File: config.mk
export PLATFORM = sky130hd
export DESIGN_NAME = ceespu_store_buffer_flat
export DESIGN_NICKNAME = d
export VERILOG_FILES = /design/src/rtl/ceespu_store_buffer_if.sv /design/src/rtl/ceespu_store_buffer.sv /design/src/flat_wrapper.sv
export SDC_FILE = /design/constraint.sdc
export NUM_CORES = 1
export LEC_CHECK = 0
export ABC_AREA = 1
export BUFFER_PORTS_ARGS = -buffer_cell sky130_fd_sc_hd__buf_2
export CAP_MARGIN = 20
export CORE_MARGIN = 2
export CORE_UTILIZATION = 35
export CTS_BUF_LIST = sky130_fd_sc_hd__clkbuf_4 sky130_fd_sc_hd__clkbuf_8
export DETAILED_ROUTE_END_ITERATION = 6
export GPL_TIMING_DRIVEN = 1
export PLACE_DENSITY = 0.59
export SLEW_MARGIN = 40
export SYNTH_ARGS = -nofsm -noshare
export SYNTH_HDL_FRONTEND = slang
export SYNTH_SLANG_ARGS = --single-unit
File: constraint.sdc
create_clock -name I_clk -period 5.3 [get_ports I_clk]
set_clock_uncertainty 0.1 [all_clocks]
set_input_delay 0.795 -clock I_clk [delete_from_list [all_inputs] [get_ports I_clk]]
set_output_delay 0.795 -clock I_clk [all_outputs]
set_load 0.05 [all_outputs]
File: src/rtl/ceespu_store_buffer_if.sv
// ceespu_store_buffer_if
//   Store-buffer bus: execute-stage store requests on one side and the
//   data-memory write channel on the other.
//   master : execute stage + data memory (drives requests and acks)
//   slave  : the store buffer
//   I_valid/I_selMem/I_addr/I_data  store request
//   I_mem_ack                       memory accepted head write
//   O_busy/O_empty                  full / drained status
//   O_mem_req/addr/wdata/wmask      head-entry write to memory
//   O_done                          one-cycle pulse per completed write
interface ceespu_store_buffer_if;
  logic        I_valid;
  logic [3:0]  I_selMem;
  logic [13:0] I_addr;
  logic [31:0] I_data;
  logic        I_mem_ack;
  logic        O_busy;
  logic        O_empty;
  logic        O_mem_req;
  logic [13:0] O_mem_addr;
  logic [31:0] O_mem_wdata;
  logic [3:0]  O_mem_wmask;
  logic        O_done;

  modport master (
    output I_valid, I_selMem, I_addr, I_data, I_mem_ack,
    input  O_busy, O_empty, O_mem_req, O_mem_addr, O_mem_wdata, O_mem_wmask, O_done
  );

  modport slave (
    input  I_valid, I_selMem, I_addr, I_data, I_mem_ack,
    output O_busy, O_empty, O_mem_req, O_mem_addr, O_mem_wdata, O_mem_wmask, O_done
  );
endinterface

File: src/rtl/ceespu_store_buffer.sv
// ceespu_store_buffer
//   Two-entry store FIFO between execute and data memory. Stores are
//   lane-encoded on acceptance and drained in order, one memory write per
//   ack, back-to-back when more entries are pending.
//   I_clk  : clock, rising edge
//   I_rst  : synchronous reset, active low
//   bus    : ceespu_store_buffer_if.slave (request, status, memory channel)
module ceespu_store_buffer (
  input  logic                        I_clk,
  input  logic                        I_rst,
  ceespu_store_buffer_if.slave        bus
);

  typedef enum logic {ST_IDLE = 1'b0, ST_REQ = 1'b1} state_t;

  // Entry layout: {addr[13:0], wdata[31:0], mask[3:0]}
  logic [49:0] r_mem [2];
  logic [1:0]  r_count;
  logic        r_wptr;
  logic        r_rptr;
  state_t      r_state;
  logic        r_done;

  logic [31:0] w_enc_wdata;
  logic [3:0]  w_enc_mask;
  logic        w_push;
  logic        w_pop;
  logic [1:0]  w_count_nxt;
  logic [49:0] w_head;

  // Lane encode: payloads are replicated across lanes so memory only
  // needs the byte enables to pick the right bytes.
  always_comb begin
    w_enc_wdata = bus.I_data;
    w_enc_mask  = 4'b1111;
    case (bus.I_selMem[2:0])
      3'b000, 3'b001: begin
        w_enc_wdata = bus.I_data;
        w_enc_mask  = 4'b1111;
      end
      3'b010: begin
        w_enc_wdata = {bus.I_data[15:0], bus.I_data[15:0]};
        w_enc_mask  = 4'b0011;
      end
      3'b011: begin
        w_enc_wdata = {bus.I_data[15:0], bus.I_data[15:0]};
        w_enc_mask  = 4'b1100;
      end
      default: begin
        w_enc_wdata = {4{bus.I_data[7:0]}};
        w_enc_mask  = 4'b0001 << bus.I_selMem[1:0];
      end
    endcase
  end

  // A full buffer never accepts, even if the head pops on the same edge.
  assign w_push      = bus.I_valid && (r_count != 2'd2);
  assign w_pop       = (r_state == ST_REQ) && bus.I_mem_ack;
  assign w_count_nxt = r_count + 2'(w_push) - 2'(w_pop);
  assign w_head      = r_mem[r_rptr];

  always_ff @(posedge I_clk) begin
    if (!I_rst) begin
      r_count <= 2'd0;
      r_wptr  <= 1'b0;
      r_rptr  <= 1'b0;
      r_state <= ST_IDLE;
      r_done  <= 1'b0;
    end else begin
      r_count <= w_count_nxt;
      if (w_push) r_wptr <= ~r_wptr;
      if (w_pop)  r_rptr <= ~r_rptr;
      // REQ whenever anything is pending after this edge: covers the
      // accepting edge and back-to-back drain without an idle bubble.
      r_state <= (w_count_nxt != 2'd0) ? ST_REQ : ST_IDLE;
      r_done  <= w_pop;
    end
  end

  // Entry storage needs no reset; only slots behind the count are read.
  always_ff @(posedge I_clk) begin
    if (I_rst && w_push) r_mem[r_wptr] <= {bus.I_addr, w_enc_wdata, w_enc_mask};
  end

  assign bus.O_busy      = (r_count == 2'd2);
  assign bus.O_empty     = (r_count == 2'd0);
  assign bus.O_mem_req   = (r_state == ST_REQ);
  assign bus.O_mem_addr  = (r_state == ST_REQ) ? w_head[49:36] : 14'd0;
  assign bus.O_mem_wdata = (r_state == ST_REQ) ? w_head[35:4]  : 32'd0;
  assign bus.O_mem_wmask = (r_state == ST_REQ) ? w_head[3:0]   : 4'd0;
  assign bus.O_done      = r_done;

endmodule

File: src/flat_wrapper.sv
// flat-port wrapper written by rule: the top's interface ports become plain ports
module ceespu_store_buffer_flat 
  (I_clk, I_rst, bus_I_valid, bus_I_selMem, bus_I_addr, bus_I_data, bus_I_mem_ack, bus_O_busy, bus_O_empty, bus_O_mem_req, bus_O_mem_addr, bus_O_mem_wdata, bus_O_mem_wmask, bus_O_done);
  ceespu_store_buffer_if bus_i ();
  input  logic I_clk;
  input  logic I_rst;
  input wire logic [$bits(bus_i.I_valid)-1:0] bus_I_valid;
  input wire logic [$bits(bus_i.I_selMem)-1:0] bus_I_selMem;
  input wire logic [$bits(bus_i.I_addr)-1:0] bus_I_addr;
  input wire logic [$bits(bus_i.I_data)-1:0] bus_I_data;
  input wire logic [$bits(bus_i.I_mem_ack)-1:0] bus_I_mem_ack;
  output wire logic [$bits(bus_i.O_busy)-1:0] bus_O_busy;
  output wire logic [$bits(bus_i.O_empty)-1:0] bus_O_empty;
  output wire logic [$bits(bus_i.O_mem_req)-1:0] bus_O_mem_req;
  output wire logic [$bits(bus_i.O_mem_addr)-1:0] bus_O_mem_addr;
  output wire logic [$bits(bus_i.O_mem_wdata)-1:0] bus_O_mem_wdata;
  output wire logic [$bits(bus_i.O_mem_wmask)-1:0] bus_O_mem_wmask;
  output wire logic [$bits(bus_i.O_done)-1:0] bus_O_done;
  assign bus_i.I_valid = bus_I_valid;
  assign bus_i.I_selMem = bus_I_selMem;
  assign bus_i.I_addr = bus_I_addr;
  assign bus_i.I_data = bus_I_data;
  assign bus_i.I_mem_ack = bus_I_mem_ack;
  assign bus_O_busy = bus_i.O_busy;
  assign bus_O_empty = bus_i.O_empty;
  assign bus_O_mem_req = bus_i.O_mem_req;
  assign bus_O_mem_addr = bus_i.O_mem_addr;
  assign bus_O_mem_wdata = bus_i.O_mem_wdata;
  assign bus_O_mem_wmask = bus_i.O_mem_wmask;
  assign bus_O_done = bus_i.O_done;
  ceespu_store_buffer u_core (.I_clk(I_clk), .I_rst(I_rst), .bus(bus_i));
endmodule
==> flow_summary.toml <==
[status]
status = "finished, final reports clean"

[drt]
drt-pass1-iter-count = 4
drtAntennaViolNets = 0
via_per_inst = 4.584
vias = 3062
wirelength_um = 10190
first_iter_violations = 154
drc = 0
wl_per_cell_um = 15.26

[critical_path]
r2r-start = "u_core.r_count[1]"
ff2ff_setup_slack_ns = 3.05
crit_path_start_kind = "register"
reg2reg_to = "u_core.r_mem[0][33]"
worstPathRequired_ns = 4.41
setup.worst_path.end_class = "output port"
path_class = "reg2out"
cp_data_arrival_time_ns = 1.98
rr_worst_depth = 4
cp_max_fo = 51

[timing]
finalCritPeriodShare_pct = 54.19
hold_viol = 0
tns_ns = 0
drv_slew = 0
worst_pin_slew_ns = 0.8090
rsz0062_at_grt = "no"
finalCriticalPeriod_ns = 2.872
max_slew_margin_pct = 45.94
setup_viol = 0
fmax_mhz = 348.2

[hold_path]
hold_depth = 2
hold_end = "u_core.r_wptr"
min_path_type = "reg2reg"
min_from = "u_core.r_wptr"

[yosys]
synth_edf_count = 100
synth_cell_type_count = 20
synth_ff_type = "edfxtp_1"
yosys.area.top_type = "edfxtp_1"
synth_warnings = 0
synth_seq_cells = 107
netlist_area_sq_um = 4390
synthesis.nets = 451
ys_seq_area_share_pct = 71.59
yosys-top-cells-count = "131 x nor2_1, 100 x edfxtp_1, 53 x o21ai_0, 44 x nand2_1, 20 x inv_1"
synth_top_area_share_pct = 68.40
ys_async_sr_fraction_pct = 0
synth_area_leaders = "edfxtp_1 68%, nor2_1 11%, o21ai_0 6.0%"
synthCells = 395
synth_most_common_cell = "nor2_1"
syn_area_per_cell_sq_um = 11.12

[die]
core_sq_um = 12110
initial_core_util_pct = 36.25
dieArea_sq_um = 13460
num_rows = 40
pin_count = 108
die_x_um = 116
dieHeight_um = 116

[cts]
post-cts-setup-buffers = 0
cts_buffer_depth = 2
root_buffer = "clkbuf_8"
clk_pin_slew_worst_paths_ns = 0.10
htreeDepth = 3
cts_resized = 0
clock_sinks = 107
numCtsBuffers = 9
clock_latency_ns = 0.36
hold_buffers = 0
cts_tree = "yes"

[layout]
syn_to_final_growth_pct = 20.69
fin_nets = 551
diodes = 0
drive_gt1_share_pct = 27.80

[pwr]
p_per_area_nw_per_um2 = 515.8
power.leakage_nw = 2.238
power.total_mw = 2.733
ir_worst_vdd_mv = 0.1825

[placed_design]
globalplace.congestion = 0.7261
io_buffers = 106
dp_hpwl_um = 6122

[flow_run]
maxCapViolations = 0

[global_routing]
grt_usage_pct = 16.15
antenna_found_initial = 1
first_global_vias = 3114
gr-total-overflow = 0
grt_max_degree = 53
grt_pass1_wl_um = 16240
-- layout make-up --
type,count,area [sq um]
clock buffers,13,178.9
multi-input cells,247,1085
well taps,168,210.2
flip-flops and latches,107,3151
clock inverters,3,43.79
fillers,1182,6813
inverters,22,85.08
repair buffers,108,545.5
-- critical path, stage by stage, from the launching register on --
cell and delay [ns]:
dfxtp_4 0.53, inv_4 0.51, nor2_1 0.08, nor2_1 0.18, buf_2 0.30
-- per-layer routing --
metal	vias up	GRT usage [%]	wire [um]
met1	1437	20.98	4497
li1	1529	-	-
met3	12	2.824	476
met4	2	6.667	165
met2	82	26.90	5038
met5	-	0	13
-- registers in the layout (all words and copies together), names as in the netlist, named ones only --
name / count
u_core.bus.O_done: 1
u_core.r_rptr: 1
u_core.bus.O_mem_req: 1
u_core.r_mem: 100
u_core.r_wptr: 1
u_core.r_count: 2
-- placed cells by master (no fill, tap or decap), drive strengths merged --
| master | instances |
|---|---|
| buf | 108 |
| clkinv | 2 |
| nand3 | 4 |
| ha | 2 |
| o21ai | 60 |
| nor2 | 132 |
| bufinv | 1 |
| xor2 | 1 |
| inv | 22 |
| a21boi | 1 |
| nor3 | 1 |
| clkbuf | 13 |
| a21oi | 1 |
| nand2 | 45 |
| edfxtp | 100 |
| dfxtp | 7 |
-- metrics by stage --
step	area (sq um)	utilization (%)	std cells	hold slack, ns	worst slack, ns
2_1_floorplan	4390	-	395	0.3524	0.2907
3_3_place_gp	5069	41.85	652	0.3653	2.085
3_5_place_dp	5076	41.91	652	0.3822	2.454
4_1_cts	5299	43.75	668	0.4085	2.364
5_1_grt	5299	43.75	668	0.4558	2.248
6_report	5299	43.75	668	0.4036	2.428
-- worst max path at each step --
stage                          end  slack (ns)  cells after the start
3_5_place_dp   u_core.r_mem[0][39]        2.45                      4
5_1_grt        bus_O_mem_wdata[12]        2.25                      4
2_1_floorplan   u_core.r_mem[1][0]        0.29                      2
3_3_place_gp    bus_O_mem_wdata[5]        2.08                      4
6_report       bus_O_mem_wdata[14]        2.43                      4
4_1_cts        bus_O_mem_wdata[14]        2.36                      4
-- cells by family (layout without fill, tap and decap cells) --
group	Yosys count	count (layout)	share of synthesized area [%]
buffers and inverters	41	146	3.990
xor gates and xnor gates	1	1	0.1995
DFF	107	107	71.59
and+or+nand+nor	182	182	15.93
AOI/OAI and AO/OA	62	62	7.723
adders and majority gates	2	2	0.5699
-- report_power, final --
| part | total, mW | switching (mW) | internal [mW] |
|---|---|---|---|
| clock network | 0.540 | 0.269 | 0.271 |
| logic | 1.06 | 0.845 | 0.213 |
| registers | 1.14 | 0.107 | 1.03 |
| total | 2.73 | 1.22 | 1.51 |
Power figures use the tool's default switching activity.
